===== config.mk =====
export PLATFORM = sky130hd
export DESIGN_NAME = cond_exmem_stage_flat
export DESIGN_NICKNAME = d
export VERILOG_FILES = /design/src/rtl/processor_pkg.sv /design/src/rtl/cond_exmem_stage_if.sv /design/src/rtl/cond_exmem_stage_cond_check.sv /design/src/rtl/cond_exmem_stage.sv /design/src/flat_wrapper.sv
export SDC_FILE = /design/constraint.sdc
export NUM_CORES = 1
export LEC_CHECK = 0
export CAP_MARGIN = 10
export CORE_MARGIN = 1
export CORE_UTILIZATION = 38
export CTS_BUF_LIST = sky130_fd_sc_hd__clkbuf_8
export CTS_CLUSTER_SIZE = 30
export DETAILED_ROUTE_END_ITERATION = 10
export PLACE_DENSITY = 0.78
export SYNTH_ARGS = -nofsm -noshare
export SYNTH_HDL_FRONTEND = slang
export SYNTH_SLANG_ARGS = --single-unit

===== constraint.sdc =====
create_clock -name clk -period 3.5 [get_ports clk]
set_clock_uncertainty 0.15 [all_clocks]
set_input_delay 0.7 -clock clk [delete_from_list [all_inputs] [get_ports clk]]
set_output_delay 0.7 -clock clk [all_outputs]
set_load 0.02 [all_outputs]

===== src/rtl/processor_pkg.sv =====
// processor_pkg: definitions shared by the execute-stage condition logic.
//   cond_e_t        : the ARM 4-bit condition field encodings (EQ..AL, NV)
//   N_BIT..V_BIT    : bit positions of the flags inside an NZCV vector
//   FLAGW_NZ/CV     : decode flag-write mask bits (upper half / lower half)
package processor_pkg;

  typedef enum logic [3:0] {
    COND_EQ = 4'b0000,
    COND_NE = 4'b0001,
    COND_CS = 4'b0010,
    COND_CC = 4'b0011,
    COND_MI = 4'b0100,
    COND_PL = 4'b0101,
    COND_VS = 4'b0110,
    COND_VC = 4'b0111,
    COND_HI = 4'b1000,
    COND_LS = 4'b1001,
    COND_GE = 4'b1010,
    COND_LT = 4'b1011,
    COND_GT = 4'b1100,
    COND_LE = 4'b1101,
    COND_AL = 4'b1110,
    COND_NV = 4'b1111
  } cond_e_t;

  localparam int unsigned N_BIT = 3;
  localparam int unsigned Z_BIT = 2;
  localparam int unsigned C_BIT = 1;
  localparam int unsigned V_BIT = 0;

  localparam logic [1:0] FLAGW_NZ = 2'b10;
  localparam logic [1:0] FLAGW_CV = 2'b01;

endpackage


===== src/rtl/cond_exmem_stage_if.sv =====
// cond_exmem_stage_if: bundle between the execute stage and the EX/MEM stage.
//   stall_i/flush_i            : pipeline hazard controls
//   *_e                        : E-stage instruction, controls, data, ALU flags
//   cond_ex_e/branch_taken_e   : combinational condition results
//   flags_q                    : architectural NZCV register
//   *_m                        : registered M-stage controls and data
// master drives the E side, slave (the stage) drives the results.
interface cond_exmem_stage_if #(
  parameter int WIDTH = 32,
  parameter int RA_W  = 4
);
  logic             stall_i;
  logic             flush_i;
  logic             valid_e;
  logic [3:0]       cond_e;
  logic [1:0]       flag_w_e;
  logic             reg_w_e;
  logic             mem_w_e;
  logic             pcs_e;
  logic             mem_to_reg_e;
  logic [RA_W-1:0]  wa3_e;
  logic [WIDTH-1:0] alu_result_e;
  logic [WIDTH-1:0] write_data_e;
  logic [3:0]       alu_flags_e;
  logic             cond_ex_e;
  logic             branch_taken_e;
  logic [3:0]       flags_q;
  logic             valid_m;
  logic             reg_w_m;
  logic             mem_w_m;
  logic             pcs_m;
  logic             mem_to_reg_m;
  logic [RA_W-1:0]  wa3_m;
  logic [WIDTH-1:0] alu_result_m;
  logic [WIDTH-1:0] write_data_m;

  modport master (
    output stall_i, flush_i, valid_e, cond_e, flag_w_e, reg_w_e, mem_w_e,
           pcs_e, mem_to_reg_e, wa3_e, alu_result_e, write_data_e, alu_flags_e,
    input  cond_ex_e, branch_taken_e, flags_q, valid_m, reg_w_m, mem_w_m,
           pcs_m, mem_to_reg_m, wa3_m, alu_result_m, write_data_m
  );

  modport slave (
    input  stall_i, flush_i, valid_e, cond_e, flag_w_e, reg_w_e, mem_w_e,
           pcs_e, mem_to_reg_e, wa3_e, alu_result_e, write_data_e, alu_flags_e,
    output cond_ex_e, branch_taken_e, flags_q, valid_m, reg_w_m, mem_w_m,
           pcs_m, mem_to_reg_m, wa3_m, alu_result_m, write_data_m
  );
endinterface


===== src/rtl/cond_exmem_stage_cond_check.sv =====
// cond_check: purely combinational ARM condition evaluator.
//   cond    : 4-bit condition field
//   flags   : NZCV vector to test against
//   cond_ex : 1 when the condition holds (NV never holds)
module cond_check
  import processor_pkg::*;
(
  input  logic [3:0] cond,
  input  logic [3:0] flags,
  output logic       cond_ex
);
  logic n_s, z_s, c_s, v_s;

  assign n_s = flags[N_BIT];
  assign z_s = flags[Z_BIT];
  assign c_s = flags[C_BIT];
  assign v_s = flags[V_BIT];

  // Condition-field decode; NV and any unlisted code fall to "not executed".
  always_comb begin
    cond_ex = 1'b0;
    case (cond)
      COND_EQ: cond_ex = z_s;
      COND_NE: cond_ex = ~z_s;
      COND_CS: cond_ex = c_s;
      COND_CC: cond_ex = ~c_s;
      COND_MI: cond_ex = n_s;
      COND_PL: cond_ex = ~n_s;
      COND_VS: cond_ex = v_s;
      COND_VC: cond_ex = ~v_s;
      COND_HI: cond_ex = c_s & ~z_s;
      COND_LS: cond_ex = ~c_s | z_s;
      COND_GE: cond_ex = (n_s == v_s);
      COND_LT: cond_ex = (n_s != v_s);
      COND_GT: cond_ex = ~z_s & (n_s == v_s);
      COND_LE: cond_ex = z_s | (n_s != v_s);
      COND_AL: cond_ex = 1'b1;
      default: cond_ex = 1'b0;
    endcase
  end
endmodule


===== src/rtl/cond_exmem_stage.sv =====
// cond_exmem_stage: execute-stage condition unit and EX/MEM pipeline register.
//   clk, rst_n : clock and asynchronous active-low reset
//   bus        : cond_exmem_stage_if slave port (E inputs, hazards, results)
// Holds NZCV, evaluates the E-stage condition against the pre-update flags,
// updates flags under the write mask and registers qualified controls/data.
module cond_exmem_stage
  import processor_pkg::*;
#(
  parameter int WIDTH = 32,
  parameter int RA_W  = 4
) (
  input  logic                clk,
  input  logic                rst_n,
  cond_exmem_stage_if.slave   bus
);
  logic             cond_ex_s;
  logic             q_s;
  logic [3:0]       flags_r;
  logic             valid_r, reg_w_r, mem_w_r, pcs_r, mem_to_reg_r;
  logic [RA_W-1:0]  wa3_r;
  logic [WIDTH-1:0] alu_result_r, write_data_r;

  cond_check u_cond_check (
    .cond    (bus.cond_e),
    .flags   (flags_r),
    .cond_ex (cond_ex_s)
  );

  // Instruction qualifier: real, condition passed, not squashed.
  always_comb begin
    q_s = bus.valid_e & cond_ex_s & ~bus.flush_i;
  end

  // NZCV register: each half loads independently under its mask bit.
  always_ff @(posedge clk or negedge rst_n) begin
    if (!rst_n) begin
      flags_r <= 4'b0000;
    end else if (!bus.stall_i && q_s) begin
      if ((bus.flag_w_e & FLAGW_NZ) != 2'b00) begin
        flags_r[N_BIT:Z_BIT] <= bus.alu_flags_e[N_BIT:Z_BIT];
      end
      if ((bus.flag_w_e & FLAGW_CV) != 2'b00) begin
        flags_r[C_BIT:V_BIT] <= bus.alu_flags_e[C_BIT:V_BIT];
      end
    end
  end

  // EX/MEM register: stall holds everything, flush inserts a bubble.
  always_ff @(posedge clk or negedge rst_n) begin
    if (!rst_n) begin
      valid_r      <= 1'b0;
      reg_w_r      <= 1'b0;
      mem_w_r      <= 1'b0;
      pcs_r        <= 1'b0;
      mem_to_reg_r <= 1'b0;
      wa3_r        <= {RA_W{1'b0}};
      alu_result_r <= {WIDTH{1'b0}};
      write_data_r <= {WIDTH{1'b0}};
    end else if (!bus.stall_i) begin
      if (bus.flush_i) begin
        valid_r      <= 1'b0;
        reg_w_r      <= 1'b0;
        mem_w_r      <= 1'b0;
        pcs_r        <= 1'b0;
        mem_to_reg_r <= 1'b0;
      end else begin
        valid_r      <= bus.valid_e;
        reg_w_r      <= q_s & bus.reg_w_e;
        mem_w_r      <= q_s & bus.mem_w_e;
        pcs_r        <= q_s & bus.pcs_e;
        // Loads follow validity only; a failed load still has reg_w_m low.
        mem_to_reg_r <= bus.valid_e & bus.mem_to_reg_e;
      end
      wa3_r        <= bus.wa3_e;
      alu_result_r <= bus.alu_result_e;
      write_data_r <= bus.write_data_e;
    end
  end

  assign bus.cond_ex_e      = cond_ex_s;
  assign bus.branch_taken_e = bus.valid_e & bus.pcs_e & cond_ex_s;
  assign bus.flags_q        = flags_r;
  assign bus.valid_m        = valid_r;
  assign bus.reg_w_m        = reg_w_r;
  assign bus.mem_w_m        = mem_w_r;
  assign bus.pcs_m          = pcs_r;
  assign bus.mem_to_reg_m   = mem_to_reg_r;
  assign bus.wa3_m          = wa3_r;
  assign bus.alu_result_m   = alu_result_r;
  assign bus.write_data_m   = write_data_r;
endmodule


===== src/flat_wrapper.sv =====
// flat-port wrapper written by rule: the top's interface ports become plain ports
module cond_exmem_stage_flat import processor_pkg::*;
#(
  parameter int WIDTH = 32,
  parameter int RA_W  = 4
)
  (clk, rst_n, bus_stall_i, bus_flush_i, bus_valid_e, bus_cond_e, bus_flag_w_e, bus_reg_w_e, bus_mem_w_e, bus_pcs_e, bus_mem_to_reg_e, bus_wa3_e, bus_alu_result_e, bus_write_data_e, bus_alu_flags_e, bus_cond_ex_e, bus_branch_taken_e, bus_flags_q, bus_valid_m, bus_reg_w_m, bus_mem_w_m, bus_pcs_m, bus_mem_to_reg_m, bus_wa3_m, bus_alu_result_m, bus_write_data_m);
  cond_exmem_stage_if #(.WIDTH(WIDTH), .RA_W(RA_W)) bus_i ();
  input  logic clk;
  input  logic rst_n;
  input wire logic [$bits(bus_i.stall_i)-1:0] bus_stall_i;
  input wire logic [$bits(bus_i.flush_i)-1:0] bus_flush_i;
  input wire logic [$bits(bus_i.valid_e)-1:0] bus_valid_e;
  input wire logic [$bits(bus_i.cond_e)-1:0] bus_cond_e;
  input wire logic [$bits(bus_i.flag_w_e)-1:0] bus_flag_w_e;
  input wire logic [$bits(bus_i.reg_w_e)-1:0] bus_reg_w_e;
  input wire logic [$bits(bus_i.mem_w_e)-1:0] bus_mem_w_e;
  input wire logic [$bits(bus_i.pcs_e)-1:0] bus_pcs_e;
  input wire logic [$bits(bus_i.mem_to_reg_e)-1:0] bus_mem_to_reg_e;
  input wire logic [$bits(bus_i.wa3_e)-1:0] bus_wa3_e;
  input wire logic [$bits(bus_i.alu_result_e)-1:0] bus_alu_result_e;
  input wire logic [$bits(bus_i.write_data_e)-1:0] bus_write_data_e;
  input wire logic [$bits(bus_i.alu_flags_e)-1:0] bus_alu_flags_e;
  output wire logic [$bits(bus_i.cond_ex_e)-1:0] bus_cond_ex_e;
  output wire logic [$bits(bus_i.branch_taken_e)-1:0] bus_branch_taken_e;
  output wire logic [$bits(bus_i.flags_q)-1:0] bus_flags_q;
  output wire logic [$bits(bus_i.valid_m)-1:0] bus_valid_m;
  output wire logic [$bits(bus_i.reg_w_m)-1:0] bus_reg_w_m;
  output wire logic [$bits(bus_i.mem_w_m)-1:0] bus_mem_w_m;
  output wire logic [$bits(bus_i.pcs_m)-1:0] bus_pcs_m;
  output wire logic [$bits(bus_i.mem_to_reg_m)-1:0] bus_mem_to_reg_m;
  output wire logic [$bits(bus_i.wa3_m)-1:0] bus_wa3_m;
  output wire logic [$bits(bus_i.alu_result_m)-1:0] bus_alu_result_m;
  output wire logic [$bits(bus_i.write_data_m)-1:0] bus_write_data_m;
  assign bus_i.stall_i = bus_stall_i;
  assign bus_i.flush_i = bus_flush_i;
  assign bus_i.valid_e = bus_valid_e;
  assign bus_i.cond_e = bus_cond_e;
  assign bus_i.flag_w_e = bus_flag_w_e;
  assign bus_i.reg_w_e = bus_reg_w_e;
  assign bus_i.mem_w_e = bus_mem_w_e;
  assign bus_i.pcs_e = bus_pcs_e;
  assign bus_i.mem_to_reg_e = bus_mem_to_reg_e;
  assign bus_i.wa3_e = bus_wa3_e;
  assign bus_i.alu_result_e = bus_alu_result_e;
  assign bus_i.write_data_e = bus_write_data_e;
  assign bus_i.alu_flags_e = bus_alu_flags_e;
  assign bus_cond_ex_e = bus_i.cond_ex_e;
  assign bus_branch_taken_e = bus_i.branch_taken_e;
  assign bus_flags_q = bus_i.flags_q;
  assign bus_valid_m = bus_i.valid_m;
  assign bus_reg_w_m = bus_i.reg_w_m;
  assign bus_mem_w_m = bus_i.mem_w_m;
  assign bus_pcs_m = bus_i.pcs_m;
  assign bus_mem_to_reg_m = bus_i.mem_to_reg_m;
  assign bus_wa3_m = bus_i.wa3_m;
  assign bus_alu_result_m = bus_i.alu_result_m;
  assign bus_write_data_m = bus_i.write_data_m;
  cond_exmem_stage #(.WIDTH(WIDTH), .RA_W(RA_W)) u_core (.clk(clk), .rst_n(rst_n), .bus(bus_i));
endmodule

# [Word level (Yosys, flattened, before mapping)]
# Cells that the tools add are included.
[word_totals] output_inout_bits=79 regBits=77 elab_cells=54 in_bits=87
[classes] n_bitwise=17 n_reduce_logical=5 mux=6 n_eq_ne=16
[op_table] op="equality test 4 bit (second input constant)" n=7
[op_table] op="equality test 4 x 3 -> 1 bit (second input constant)" n=4
[op_table] op="case mux 1 bit (15 select lines)" n=1
[op_table] op="bitwise AND 1 bit" n=10
[op_table] op="equality test 4 x 2 -> 1 bit (second input constant)" n=2
[op_table] op="two-way mux 1 bit" n=5
[op_table] op="NOT 1 bit" n=5
[op_table] op="equality test 4 x 1 -> 1 bit (second input constant)" n=1
[op_table] op="logical NOT 4 bit" n=1
[op_table] op="AND reduction 2 bit" n=2
[op_table] op="OR 1 bit" n=2
[op_table] op="equality test 1 bit" n=1
[op_table] op="logical AND 1 bit" n=1
[op_table] op="logical NOT 1 bit" n=1
[op_table] op="!= test 1 bit" n=1

# [Longest topological paths before layout]
[logic_depth] depth_word=7 ltp_mapped=6

# [Hierarchy]
# Synthesis repeated with hierarchy kept, for this count alone.
[unflattened] cells_unflattened=199 area_unflattened_um2=3065.4
[by_module_without_submodules] module="cond_exmem_stage" area_per_inst_um2=2871.5 seq_area_each_um2=1926.8 cells_per_inst=171 n_inst=1
[by_module_without_submodules] module="cond_check" area_per_inst_um2=193.9 seq_area_each_um2=0.0 cells_per_inst=28 n_inst=1

# [Worst setup path after synthesis]
# No wires, ideal clock.
[synth_path] path_kind="input to output" from="input bus_cond_e[3]" to="output bus_branch_taken_e" path_buffers=1 required_time_ns=2.650 cell_stages=6 setup_slack_ns=0.640 arrival_ns=2.010 path_cell_list="buf_6 -> or4b_1 -> a21oi_2 -> a311oi_2 -> nand3_2 -> and3_1"
[synth_via] elab_chain_cells=3 word_cells_on_any_way=17 cone_classes="eq/ne (14); mux (1); bitwise (1); reduce/logical (1)"
[synth_rtl] item="start, declared" line="flat_wrapper.sv:14" text="input wire logic [$bits(bus_i.cond_e)-1:0] bus_cond_e;"
[synth_rtl] item="equality test 4 bit, or another cell as far along" line="cond_exmem_stage_cond_check.sv:22" text="case (cond)"
[synth_rtl] item="case mux 1 bit (15 select lines) *" line="cond_exmem_stage_cond_check.sv:22"
[synth_rtl] item="net bus_cond_ex_e" line="flat_wrapper.sv:24" text="output wire logic [$bits(bus_i.cond_ex_e)-1:0] bus_cond_ex_e;"
[synth_rtl] item="bitwise AND 1 bit *" line="cond_exmem_stage.sv:81" text="assign bus.branch_taken_e = bus.valid_e & bus.pcs_e & cond_ex_s;"
[synth_rtl] item="end, declared" line="flat_wrapper.sv:25" text="output wire logic [$bits(bus_i.branch_taken_e)-1:0] bus_branch_taken_e;"
# The timed path passes the listed nets; every way through them passes the cells marked *.

# [Final worst setup path]
[layout_path] from="input bus_cond_e[1]" to="output bus_branch_taken_e"
[layout_via] elab_chain_cells=3 word_cells_on_any_way=17 cone_classes="eq/ne (14); mux (1); bitwise (1); reduce/logical (1)"
[layout_rtl] item="equality test 4 bit, or another cell as far along" line="cond_exmem_stage_cond_check.sv:22"
[layout_rtl] item="case mux 1 bit (15 select lines) *" line="cond_exmem_stage_cond_check.sv:22"
[layout_rtl] item="bitwise AND 1 bit *" line="cond_exmem_stage.sv:81"
# Every way passes the cells marked *; elsewhere a longest branch is shown, timed or not.

==> summary.md <==
| Metric | Value |
|---|---|
| Initial core utilization | 0.398 |
| Final nets | ~460 |
| Final WL | a little over 7 mm |
| Fmax | around 300 MHz |
| Critical register-to-register path startpoint | u_core.bus.flags_q[3] |
| Hold crit path type | register to register |
| Async S/R FF share, synth | 1.00 |
| Final setup fails | 0 |
| Synth area leaders | dfrtp_1, mux2_2, mux2_1, a32o_1, clkbuf_1 |
| Initial antenna violation count | 0 |
| Netlist cell types | 33 |
| Switching Share | 0.294 |
| R2R depth | 7 |
| Slew margin rel. | 0.365 |
| Reg-to-reg endpoint | u_core.bus.flags_q[1] |
| Core Region | 0.00781 sq mm |
| LEAKAGE | about 2.1 nW |
| Yosys top cell area share | 0.620 |
| Drt first pass iters | 4 |
| Post-synth EDFFs | 0 |
| Psw | 675 uW |
| PwrDens | 452 mW/mm^2 |
| Setup Total Neg Slack | 0 ns |
| Final HPWL from detailed placement | 5.22 mm |
| Setup slack, reg-to-reg | ~1.1 ns |
| I/O Buffers | ~170 |
| Cell Area, Synth | 0.00311 sq mm |
| Worst-path clk slew | 0.07 ns |
| Pin count of the biggest net entering global routing | between 70 and 80 |
| CTS H-tree depth | 3 |
| Hold endpoint | u_core.bus.valid_m |
| Maxcap violations | 0 |
| First-pass GRT wire length | between 10 and 15 mm |
| Fin crit period | about 3.4 ns |
| Synth Area in Adders | 0 |
| Crit path required time | 2.65 ns |
| Worst Path Arrival | 2.58 ns |
| Crit path launch | bus_cond_e[1] |
| Crit end category | output port |
| Unrepaired setup endpoints after global routing | no |
| I/O pin cnt | about 170 |
| Hold_buf cts | 0 |
| Clk Latency, worst-skew pair | roughly 0.33 ns |
| Detailed-route vias per instance | around 4.8 |
| RePlAce Congestion | 0.788 |
| Run status | completed |
| CP peak stage delay | 0.56 ns |
| Crit Path Max Fanout | 7 |
| Number of global-route vias before repair | between 2000 and 3000 |
| Synth Area in Compound Gates | 0.0515 |
| Hold depth | 1 |
| Die Span Y | 92.4 um |
| ANT nets after route | 0 |
| Routed length per placed instance | 14.9 um |
| Setup CP Type | primary input to output port |
| Sequential area share after synthesis | 0.620 |
| Die area | 0.00854 sq mm |
| Synth area leader | dfrtp_1 |
| Worst Tran Pin Value | 0.952 ns |
| Buf/Inv on CP | 2 |
| Flop pwr share | 0.461 |
| Clock power frac | 0.248 |
| Worst hold start | u_core.bus.valid_m |
| Int Pwr | about 1.6 mW |
| Grt ovf | 0 |
| Syn Area/Cell | 15.6 sq um |
| Final Hold Vio Count | 0 |
| Synth Area in XOR/XNOR | 0.00564 |
| Filler Cell Count | a little over 600 |
| Root buf cell | clkbuf_8 |
| Gate Count Post-Synth | 199 |
| Mux contribution to synthesized area | 0.264 |
| Fin. max-slew vios | 0 |
| Main combinational cell family by area after synthesis | multiplexers |
| Post-synthesis net count | between 200 and 300 |
| Vias | between 2000 and 2500 |
| Simple-gate portion of the synthesized area | 0.0395 |
| Row cnt | 32 |
| DRC | 0 |
| Clock Path Buffers | 2 |
| Syn. warnings | 0 |
| GRT Util Overall | 0.178 |
| Initial DRC count | 39 |
| Yosys reg bits | just under 80 |
| VDD IR max | between 0.2 and 0.25 mV |
| ANT cells | 0 |
| CP cell instances | clkdlybuf4s50_1 > or4b_1 > a21oi_2 > a311oi_2 > nand3_2 > and3_1 > clkdlybuf4s15_1 |
| Comb power frac | 0.291 |
| Num CTS Buffers | 9 |
| Horiz. Die Dim | 92.4 um |
| Layout cells sized above 1 | 0.270 |
| Crit-path slowest cell | or4b_1 |
| TritonCTS Sinks | 77 |
| CTS tree | yes |
| Hold_ws | 0.336 ns |
| Total power draw | 2.30 mW |
| Startpoint Class | primary input |
| Area delta synth->final | 63.4% |
| Crit share post-route | 0.980 |
| Crit path max-delay family | simple AND/OR/NAND/NOR gates |
| Top_reg_cell synth | dfrtp_1 |
==> worst register-to-register path, delay by kind of cell (launching register included) <==
kind	cells	cell delay [ns]
simple gates	1	0.56
mux	1	0.34
flops	1	0.46
buf+inv	2	0.30
compound gates	3	0.46
==> stage by stage <==
| stage | area, sq um | utilization | worst slack [ns] | cells |
|---|---|---|---|---|
| global placement | 4900 | 0.628 | -0.177 | 466 |
| detailed placement | 4900 | 0.628 | -0.254 | 466 |
| floorplan | 3110 | - | 0.640 | 199 |
| finish | 5080 | 0.650 | 0.0700 | 483 |
| CTS | 5070 | 0.650 | 0.0467 | 483 |
| global route | 5080 | 0.650 | 0.00666 | 483 |
==> sequential cells by signal, indices dropped and copies added, names as in the netlist <==
name and cells:
u_core.bus.mem_w_m 1, u_core.bus.alu_result_m 32, u_core.bus.mem_to_reg_m 1, u_core.bus.flags_q 4
u_core.bus.pcs_m 1, u_core.bus.write_data_m 32, u_core.bus.reg_w_m 1, u_core.bus.valid_m 1
u_core.bus.wa3_m 4
==> layer usage <==
metal	global-route usage	wire [um]
met4	0.0794	169
met1	0.201	2780
met3	0.0673	684
met5	0	0
met2	0.298	3570
==> worst max path at each step <==
stage | endpoint | depth (start not counted)
3_5_place_dp | bus_branch_taken_e | 7
6_report | bus_branch_taken_e | 7
2_1_floorplan | bus_branch_taken_e | 6
3_3_place_gp | bus_branch_taken_e | 7
4_1_cts | bus_branch_taken_e | 8
5_1_grt | bus_branch_taken_e | 7
==> power by group through the flow <==
stage / Sequential (mW) / Clock, mW / Combinational (mW)
floorplan: 1.19 / 0 / 0.177
global placement: 1.07 / 0 / 0.666
detailed placement: 1.07 / 0 / 0.674
CTS: 1.06 / 0.595 / 0.676
global route: 1.07 / 0.632 / 0.711
finish: 1.06 / 0.569 / 0.669
==> cells in the mapped netlist, types with 2 or more instances <==
cell type and number:
a31oi_2 2, a32o_1 3, and3_1 2, buf_6 2, clkbuf_1 8, dfrtp_1 77
inv_1 2, mux2_1 4, mux2_2 68, nand2_1 3, nand2b_1 2, nand3b_1 2
nor2_1 2, o21ai_0 3
==> cell families (layout without fill, tap and decap cells) <==
group,after synthesis,count (layout)
buf+inv,12,194
simple gates,19,19
compound gates,16,16
xor+xnor,2,2
flops,77,77
mux,73,73
==> final cells by class <==
type,count,area (sq um),share of cell area
Tap cell,102,128,0.0251
Clock inverter,7,45.0,0.00887
Multi-Input combinational cell,110,1120,0.221
Inverter,2,7.51,0.00148
Clock buffer,9,124,0.0244
Sequential cell,77,1930,0.379
Timing Repair Buffer,176,1730,0.340
==> cells in the final DEF (no fill, tap or decap), types with 2 or more instances in the layout <==
master,instances
mux2_2,68
dlygate4sd2_1,3
clkbuf_8,9
dfrtp_1,77
a31oi_2,2
a32o_1,3
and3_1,2
inv_1,4
nand3b_1,2
nand2b_1,2
nand2_1,3
buf_4,12
clkinv_4,2
o21ai_0,3
nor2_1,2
mux2_1,4
clkdlybuf4s50_1,158
clkinvlp_4,2
==> what timing repair did <==
item / 4_1_cts / 5_1_grt
endpoints found under the setup margin: 2 / 2
resized for setup: 4 / 2
setup buffers: 1 / 0
pin swaps: 1 / 1
(Power assumes the default switching activity.)
